`config.mk`:
```
export PLATFORM = sky130hd
export DESIGN_NAME = sprite_row_writer
export DESIGN_NICKNAME = d
export VERILOG_FILES = /design/src/rtl/sprite_pkg.sv /design/src/rtl/sprite_row_packer.sv /design/src/rtl/sprite_row_writer.sv
export SDC_FILE = /design/constraint.sdc
export NUM_CORES = 1
export LEC_CHECK = 0
export CAP_MARGIN = 40
export CELL_PAD_IN_SITES_DETAIL_PLACEMENT = 0
export CELL_PAD_IN_SITES_GLOBAL_PLACEMENT = 2
export CORE_ASPECT_RATIO = 0.75
export CORE_MARGIN = 1
export CORE_UTILIZATION = 35
export DETAILED_ROUTE_END_ITERATION = 16
export HOLD_SLACK_MARGIN = 0.15
export PLACE_DENSITY = 0.81
export SYNTH_ARGS = -nofsm -noshare
export SYNTH_HDL_FRONTEND = slang
export SYNTH_SLANG_ARGS = --single-unit
```
`constraint.sdc`:
```
create_clock -name Clk -period 4.13 [get_ports Clk]
set_input_delay 0.826 -clock Clk [delete_from_list [all_inputs] [get_ports Clk]]
set_output_delay 0.826 -clock Clk [all_outputs]
set_load 0.005 [all_outputs]
```
`src/rtl/sprite_pkg.sv`:
```
// ============================================================================
//  Module      : sprite_pkg
//  Description : Shared constants, sprite slot / FSM encodings and base-address
//                helper for the sprite row writer.
//  Revision    : 1.0 - initial release
// ============================================================================
`default_nettype none

package sprite_pkg;

    localparam int ROWS        = 32;
    localparam int NUM_SPRITES = 6;
    localparam int ADDR_W      = 8;

    typedef enum logic [2:0] {
        TANK_D0 = 3'd0,
        TANK_D1 = 3'd1,
        TANK_D2 = 3'd2,
        TANK_D3 = 3'd3,
        BULLET  = 3'd4,
        BRICK   = 3'd5
    } sprite_id_e;

    typedef enum logic [2:0] {
        S_IDLE    = 3'd0,
        S_COLLECT = 3'd1,
        S_WRITE   = 3'd2,
        S_RDREQ   = 3'd3,
        S_CMP     = 3'd4,
        S_DONE    = 3'd5
    } state_e;

    function automatic int unsigned sprite_base(input logic [2:0] id,
                                                input int unsigned rows = ROWS);
        return 32'(id) * rows;
    endfunction

endpackage

`default_nettype wire

```
`src/rtl/sprite_row_packer.sv`:
```
// ============================================================================
//  Module      : sprite_row_packer
//  Description : Shifts stream bytes into a 32-bit row word, first byte ending
//                up in bits [31:24]; flags the transfer that completes a row.
//  Revision    : 1.0 - initial release
// ============================================================================
`default_nettype none

module sprite_row_packer (
    input  logic        Clk,
    input  logic        Reset,
    input  logic        clear,
    input  logic        shift,
    input  logic [7:0]  in_data,
    output logic [31:0] word,
    output logic        row_full
);

    logic [31:0] r_word;
    logic [1:0]  r_cnt;

    always_ff @(posedge Clk) begin
        if (Reset || clear) begin
            r_word <= 32'd0;
            r_cnt  <= 2'd0;
        end else if (shift) begin
            r_word <= {r_word[23:0], in_data};
            r_cnt  <= r_cnt + 2'd1;
        end
    end

    // The 2-bit count wraps to zero on the fourth byte, so each row starts clean.
    assign word     = r_word;
    assign row_full = shift && (r_cnt == 2'd3);

endmodule

`default_nettype wire

```
`src/rtl/sprite_row_writer.sv`:
```
// ============================================================================
//  Module      : sprite_row_writer
//  Description : Packs a 4-bytes-per-row sprite byte stream into 32-bit rows
//                and writes them to sprite memory. Optional read-back check
//                enabled by defining SPRITE_VERIFY_EN.
//  Revision    : 1.0 - initial release
// ============================================================================
`default_nettype none

module sprite_row_writer #(
    parameter int NUM_SPRITES = sprite_pkg::NUM_SPRITES,
    parameter int ROWS        = sprite_pkg::ROWS,
    parameter int ADDR_W      = sprite_pkg::ADDR_W
) (
    input  logic              Clk,
    input  logic              Reset,
    input  logic              start,
    input  logic [2:0]        sprite_id,
    input  logic [7:0]        in_data,
    input  logic              in_valid,
    output logic              in_ready,
    output logic              wr_en,
    output logic [ADDR_W-1:0] wr_addr,
    output logic [31:0]       wr_data,
    output logic              busy,
    output logic              done,
    output logic              err
`ifdef SPRITE_VERIFY_EN
    ,
    output logic [ADDR_W-1:0] rd_addr,
    input  logic [31:0]       rd_data,
    output logic              mismatch
`endif
);

    import sprite_pkg::*;

    localparam int              ROW_W      = (ROWS > 1) ? $clog2(ROWS) : 1;
    localparam logic [ROW_W-1:0] c_LAST_ROW = ROW_W'(ROWS - 1);

    state_e            r_state;
    state_e            w_state_nxt;
    logic [ADDR_W-1:0] r_base;
    logic [ADDR_W-1:0] r_last_addr;
    logic [31:0]       r_last_data;
    logic [ROW_W-1:0]  r_row;
    logic              r_err;

    logic [ADDR_W-1:0] w_cur_addr;
    logic [31:0]       w_word;
    logic              w_row_full;
    logic              w_xfer;
    logic              w_id_ok;
    logic              w_start_ok;
    logic              w_start_bad;
    logic              w_row_end;
    logic              w_last_row;

    assign w_id_ok     = 32'(sprite_id) < $unsigned(NUM_SPRITES);
    assign w_start_ok  = (r_state == S_IDLE) && start && w_id_ok;
    assign w_start_bad = (r_state == S_IDLE) && start && !w_id_ok;
    assign w_xfer      = (r_state == S_COLLECT) && in_valid;
    assign w_cur_addr  = r_base + ADDR_W'(r_row);
    assign w_last_row  = (r_row == c_LAST_ROW);

    // The row is retired after its last per-row state: WRITE, or CMP with read-back.
`ifdef SPRITE_VERIFY_EN
    assign w_row_end = (r_state == S_CMP);
`else
    assign w_row_end = (r_state == S_WRITE);
`endif

    sprite_row_packer u_packer (
        .Clk      (Clk),
        .Reset    (Reset),
        .clear    (w_start_ok),
        .shift    (w_xfer),
        .in_data  (in_data),
        .word     (w_word),
        .row_full (w_row_full)
    );

    always_ff @(posedge Clk) begin
        if (Reset) begin
            r_state <= S_IDLE;
        end else begin
            r_state <= w_state_nxt;
        end
    end

    always_ff @(posedge Clk) begin
        if (Reset) begin
            r_base      <= '0;
            r_row       <= '0;
            r_last_addr <= '0;
            r_last_data <= 32'd0;
            r_err       <= 1'b0;
        end else begin
            r_err <= w_start_bad;
            if (w_start_ok) begin
                r_base <= ADDR_W'(sprite_base(sprite_id, $unsigned(ROWS)));
                r_row  <= '0;
            end else if (w_row_end && !w_last_row) begin
                r_row <= r_row + ROW_W'(1);
            end
            if (r_state == S_WRITE) begin
                r_last_addr <= w_cur_addr;
                r_last_data <= w_word;
            end
        end
    end

`ifdef SPRITE_VERIFY_EN
    logic r_mismatch;

    always_ff @(posedge Clk) begin
        if (Reset || w_start_ok) begin
            r_mismatch <= 1'b0;
        end else if ((r_state == S_CMP) && (rd_data != r_last_data)) begin
            r_mismatch <= 1'b1;
        end
    end

    assign rd_addr  = r_last_addr;
    assign mismatch = r_mismatch;
`endif

    always_comb begin
        w_state_nxt = r_state;
        in_ready    = 1'b0;
        wr_en       = 1'b0;
        wr_addr     = r_last_addr;
        wr_data     = r_last_data;
        busy        = (r_state != S_IDLE);
        done        = 1'b0;
        err         = r_err;
        case (r_state)
            S_IDLE: begin
                if (w_start_ok) begin
                    w_state_nxt = S_COLLECT;
                end
            end
            S_COLLECT: begin
                in_ready = 1'b1;
                if (w_row_full) begin
                    w_state_nxt = S_WRITE;
                end
            end
            S_WRITE: begin
                // Present the fresh row directly; the hold registers catch up next cycle.
                wr_en   = 1'b1;
                wr_addr = w_cur_addr;
                wr_data = w_word;
`ifdef SPRITE_VERIFY_EN
                w_state_nxt = S_RDREQ;
`else
                w_state_nxt = w_last_row ? S_DONE : S_COLLECT;
`endif
            end
            S_RDREQ: begin
                w_state_nxt = S_CMP;
            end
            S_CMP: begin
                w_state_nxt = w_last_row ? S_DONE : S_COLLECT;
            end
            S_DONE: begin
                done        = 1'b1;
                w_state_nxt = S_IDLE;
            end
            default: begin
                w_state_nxt = S_IDLE;
            end
        endcase
    end

endmodule

`default_nettype wire

```
==> Word-level counts from Yosys, hierarchy flattened <==
Cells that the tools add are included.
{ "totals": {"regBits": 86, "input_bits": 15, "out_inout_bits": 45, "elab_cells": 44} }
{ "op_classes": {"n_addsub": 3, "order_cmp": 1, "eq_ne": 9, "n_mux": 9, "n_reduce_logical": 14} }
{ "ops": {"columns": ["cell", "count"], "rows": [
  ["2-to-1 mux 32 bit", 1],
  ["case mux 3 bit (4 select lines)", 1],
  ["2-to-1 mux 3 bit", 3],
  ["adder 8 x 5 -> 8 bit", 1],
  ["2-to-1 mux 8 bit", 1],
  ["== test 3 x 2 -> 1 bit (second input constant)", 2],
  ["== test 3 bit (second input constant)", 2],
  ["logical AND 1 bit", 6],
  ["adder 5 x 1 -> 5 bit (second input constant)", 1],
  ["== test 5 bit (second input constant)", 1],
  ["inequality test 2 x 1 -> 1 bit (second input constant)", 2],
  ["OR reduction 2 bit", 2],
  ["== test 3 x 1 -> 1 bit (second input constant)", 1],
  ["zero test 3 bit", 1],
  ["less-than comparator 3 bit (second input constant)", 1],
  ["2-to-1 mux 1 bit", 3],
  ["nonzero test 3 bit", 1],
  ["adder 2 x 1 -> 2 bit (second input constant)", 1],
  ["== test 2 bit (second input constant)", 1],
  ["zero test 1 bit", 2],
  ["AND reduction 2 bit", 1],
  ["logical OR 1 bit", 1]
]} }

==> Longest topological paths before layout <==
{ "depth": {"ltp_word": 5, "mapped_depth": 7, "depth_no_buf": 7} }

==> Modules after synthesis <==
A second synthesis with hierarchy kept.
{ "unflattened": {"hier_cells": 308, "hier_area_um2": 3432.0} }
{ "modules_own_cells": {"columns": ["mod", "n_inst", "cells_per_inst", "area_per_inst_um2", "seq_area_each_um2"], "rows": [
  ["sprite_row_writer", 1, 195, 2155.8, 1041.0],
  ["sprite_row_packer", 1, 113, 1276.2, 680.7]
]} }

==> Least setup slack after synthesis <==
No wires, ideal clock.
{ "synth_timing": {"path_kind": "register -> output", "startpoint": "register r_state[1]", "endpoint": "output port wr_data[0]", "arrival_time_ns": 1.282, "t_required_ns": 3.304, "path_slack_ns": 2.022, "stages_incl_launch_ff": 5, "n_path_buf": 1, "path_cell_list": "dfxtp_1 inv_1 nor3_2 buf_2 mux2_2"} }
{ "synth_between": {"elab_chain_len": 2} }
{ "synth_rtl": {"columns": ["item", "line", "rtl"], "rows": [
  ["start: declaration", "sprite_row_writer.sv:41", "state_e r_state;"],
  ["start signal: assignment", "sprite_row_writer.sv:87", "r_state <= w_state_nxt;"],
  ["== test 3 x 2 -> 1 bit", "sprite_row_writer.sv:137", "case (r_state)"],
  ["2-to-1 mux 32 bit", null, null],
  ["end: declaration", "sprite_row_writer.sv:24", "output logic [31:0] wr_data,"]
]} }
No other way between the ends.

==> Final worst setup path <==
{ "layout_timing": {"startpoint": "register r_state[1]", "endpoint": "output port wr_data[16]"} }
The elaborated chain is that of the path after synthesis.

==> flow_summary.toml <==
[worst_setup_path]
r2r-start = "r_state[0]$_SDFFE_PP0P_"
crit_slowest_cell = "clkdlybuf4s50_1"
worst_r2r_endpoint = "u_packer.word[12]$_SDFFE_PP0P_"
required_ps = 3300
crit_buf_inv = 3
worstPathArrival_ps = 2220
crit_fanout = 23
criticalPathCategory = "reg -> out"
crit_family = "buffers and inverters"
end_kind = "output pin"
ff2ff_setup_slack_ps = 1770
ff2ff_path_depth = 5
critPathMaxStageDelay_ps = 460
crit_chain = "inv_1 > nor3_4 > buf_4 > mux2_2 > clkdlybuf4s50_1"
setup.worst_path.start_class = "flip-flop"

[placement]
gp_congestion = 0.679
dp_hpwl_um = 4240
dpl_cell_area_um2 = 3970
dp_slack_ps = 1430
port_buffers = 59

[min_path]
min_path_cells = 2
hold_class = "reg -> reg"
hold_path.startpoint = "u_packer.word[26]$_SDFFE_PP0P_"
min_to = "u_packer.word[26]$_SDFFE_PP0P_"

[die]
die_w_um = 115
core_um2 = 9160
die_y_um = 86.5
std_cell_rows = 30
die-area_um2 = 9920
io_pins = 60
initial_core_util_pct = 36.4

[global_route]
track_usage_pct = 14.7
grt.met2_usage_pct = 22.4
overflow = 0
grt_busiest_layer = "met2"
grt_max_degree = 49
grt_pass1_vias = 2300
use_met1_pct = 18.7
antenna_found_initial = 0
groute.layer.met3.usage_pct = 6.71
grt_pass1_wl_um = 11000

[power]
vdd_drop_max_mv = 0.214
sw_frac_of_total_pct = 20.5
p_clk_share_pct = 48.1
p_leak_nw = 1.59
p_comb_share_pct = 3.8
p_sw_w = 0.000359
power.density_nw_per_um2 = 409
seq_power_share_pct = 48.0
finalPower_w = 0.00175
p_int_w = 0.00139

[synthesis]
synth.cell_area_um2 = 3330
yosysTopAreaCell = "dfxtp_1"
syn-num-nets = 356
synth_top_flop_cell = "dfxtp_1"
async_flop_share_pct = 0
synth_top_area_share_pct = 51.7
ys_top_cells_by_count = "86 x dfxtp_1, 70 x nand2_1, 42 x nor2b_1"
synthTopCellsByArea = "dfxtp_1 52%, mux2_2 12%, nand2_1 7.9%"
synth-seq-cells = 86
yosys_warnings = 0
syn_area_per_cell_um2 = 9.86
synth_edf_count = 0
synth_cell_types = 29
ys_seq_area_share_pct = 51.7
yosysMostFrequentCell = "dfxtp_1"
syn_inst = 338

[sta]
worstMarginPinSlew_ps = 791
slew_viol_final = 0
hold_viol_final = 0
worst_slack_ps = 1080
finalCritPeriodShare_pct = 73.8
fin_tns_setup_ps = 0
fmax_ghz = 0.328
min_period_ps = 3050
slew_headroom_pct = 47.3
setup_viol = 0
rsz0062_at_grt = "false"
fin_skew_ps = 6.71

[clocking]
cts.hold.buffers_added = 0
cts_inserted_buffers = 9
cts_tree = "done"
cts_root_buf = "clkbuf_16"
h-tree-depth = 3
clockBufferDepth = 2
post-cts-setup-buffer-count = 0
clkSinkCount = 86
worstSkewPairLatency_ps = 330
cts_resized = 0
clkTransAtPathRegs_ps = 60

[layout]
n_fill_cell = 934
drive_gt1_share_pct = 15.4
diodes = 0
fin_area_um2 = 4280
nNetsFinal = 409
area_growth_pct = 28.5

[route]
drcViolationCount = 0
wl_per_cell_um = 12.5
vias = 2372
via_per_inst = 4.53
drt_wl_total_um = 6560
drt_iter0_drc = 100
ant_nets = 0
firstDrtPassIters = 4

[flow_run]
max-cap-violations = 0

[run_status]
status = "complete, no violations"
placed cells by master, fill, tap and decap left out, types with 4 or more instances in the layout:
cell | Yosys | final
dfxtp_1 | 86 | 86
nand2_1 | 70 | 70
clkdlybuf4s50_1 | 0 | 58
nor2b_1 | 42 | 42
mux2_2 | 35 | 35
a21oi_1 | 35 | 35
nor2_1 | 14 | 14
clkbuf_16 | 0 | 9
mux2_1 | 5 | 5
buf_4 | 3 | 5
nor3_1 | 4 | 4
per-layer routing:
| metal | vias up | part of all wire [%] |
|---|---|---|
| met3 | 5 | 5.7 |
| met5 | - | 0 |
| met2 | 49 | 43 |
| li1 | 1210 | - |
| met4 | 0 | 0.98 |
| met1 | 1108 | 50 |
worst register-to-register path, cell delays in order (launching register included):
cell     delay [ps]
dfxtp_1         540
nor3b_1         490
and2_1          720
buf_4           330
nand2_1          80
a21oi_1         130
logic make-up after synthesis:
kind of cell               synth area share (%)
buffers and inverters                      4.69
muxes                                      14.4
adders and majority gates                  1.13
DFF                                        51.7
AOI/OAI and AO/OA                          5.74
and+or+nand+nor                            21.3
xor gates and xnor gates                   1.05
worst max-delay path by stage:
stage | from | depth (start not counted) | end | slack, ps
5_1_grt | r_state[1]$_SDFFE_PP0P_ | 5 | wr_data[16] | 910
3_5_place_dp | r_state[1]$_SDFFE_PP0P_ | 5 | wr_data[16] | 1430
6_report | r_state[1]$_SDFFE_PP0P_ | 5 | wr_data[16] | 1080
3_3_place_gp | r_state[1]$_SDFFE_PP0P_ | 5 | wr_data[8] | 1480
2_1_floorplan | r_state[1]$_SDFFE_PP0P_ | 4 | wr_data[0] | 2020
4_1_cts | r_state[1]$_SDFFE_PP0P_ | 5 | wr_data[16] | 1060
registers in the layout (all words and copies together) (netlist names):
signal          cells
r_last_data        32
u_packer.r_cnt      2
r_row               5
u_packer.word      32
r_last_addr         8
r_base              3
r_state             3
err                 1
per-stage QoR:
| stage | utilization, % | hold WS [ps] | std cells |
|---|---|---|---|
| after global placement | 43.3 | 446 | 508 |
| after floorplan | - | 430 | 338 |
| final | 46.8 | 454 | 524 |
| after global routing | 46.8 | 488 | 524 |
| after detailed placement | 43.3 | 450 | 508 |
| after CTS | 46.8 | 459 | 524 |
final cells by class:
cell class / count / area (um2) / share of cell area [%]
clock buffers: 10 / 229 / 5.35
repair buffers: 64 / 623 / 14.5
inverters: 1 / 3.75 / 0.0876
well taps: 128 / 160 / 3.74
multi-input cells: 229 / 1460 / 34.1
flip-flops and latches: 86 / 1720 / 40.2
clock inverters: 6 / 83.8 / 1.96
power groups by stage:
stage | clock network [W] | logic [W] | registers [W]
after CTS | 0.000869 | 0.0000694 | 0.000841
after floorplan | 0 | 0.0000510 | 0.000856
after global routing | 0.000908 | 0.0000753 | 0.000841
after global placement | 0 | 0.0000691 | 0.000859
after detailed placement | 0 | 0.0000691 | 0.000859
final | 0.000842 | 0.0000674 | 0.000841
Note: power is estimated with default switching activity, not from simulation.
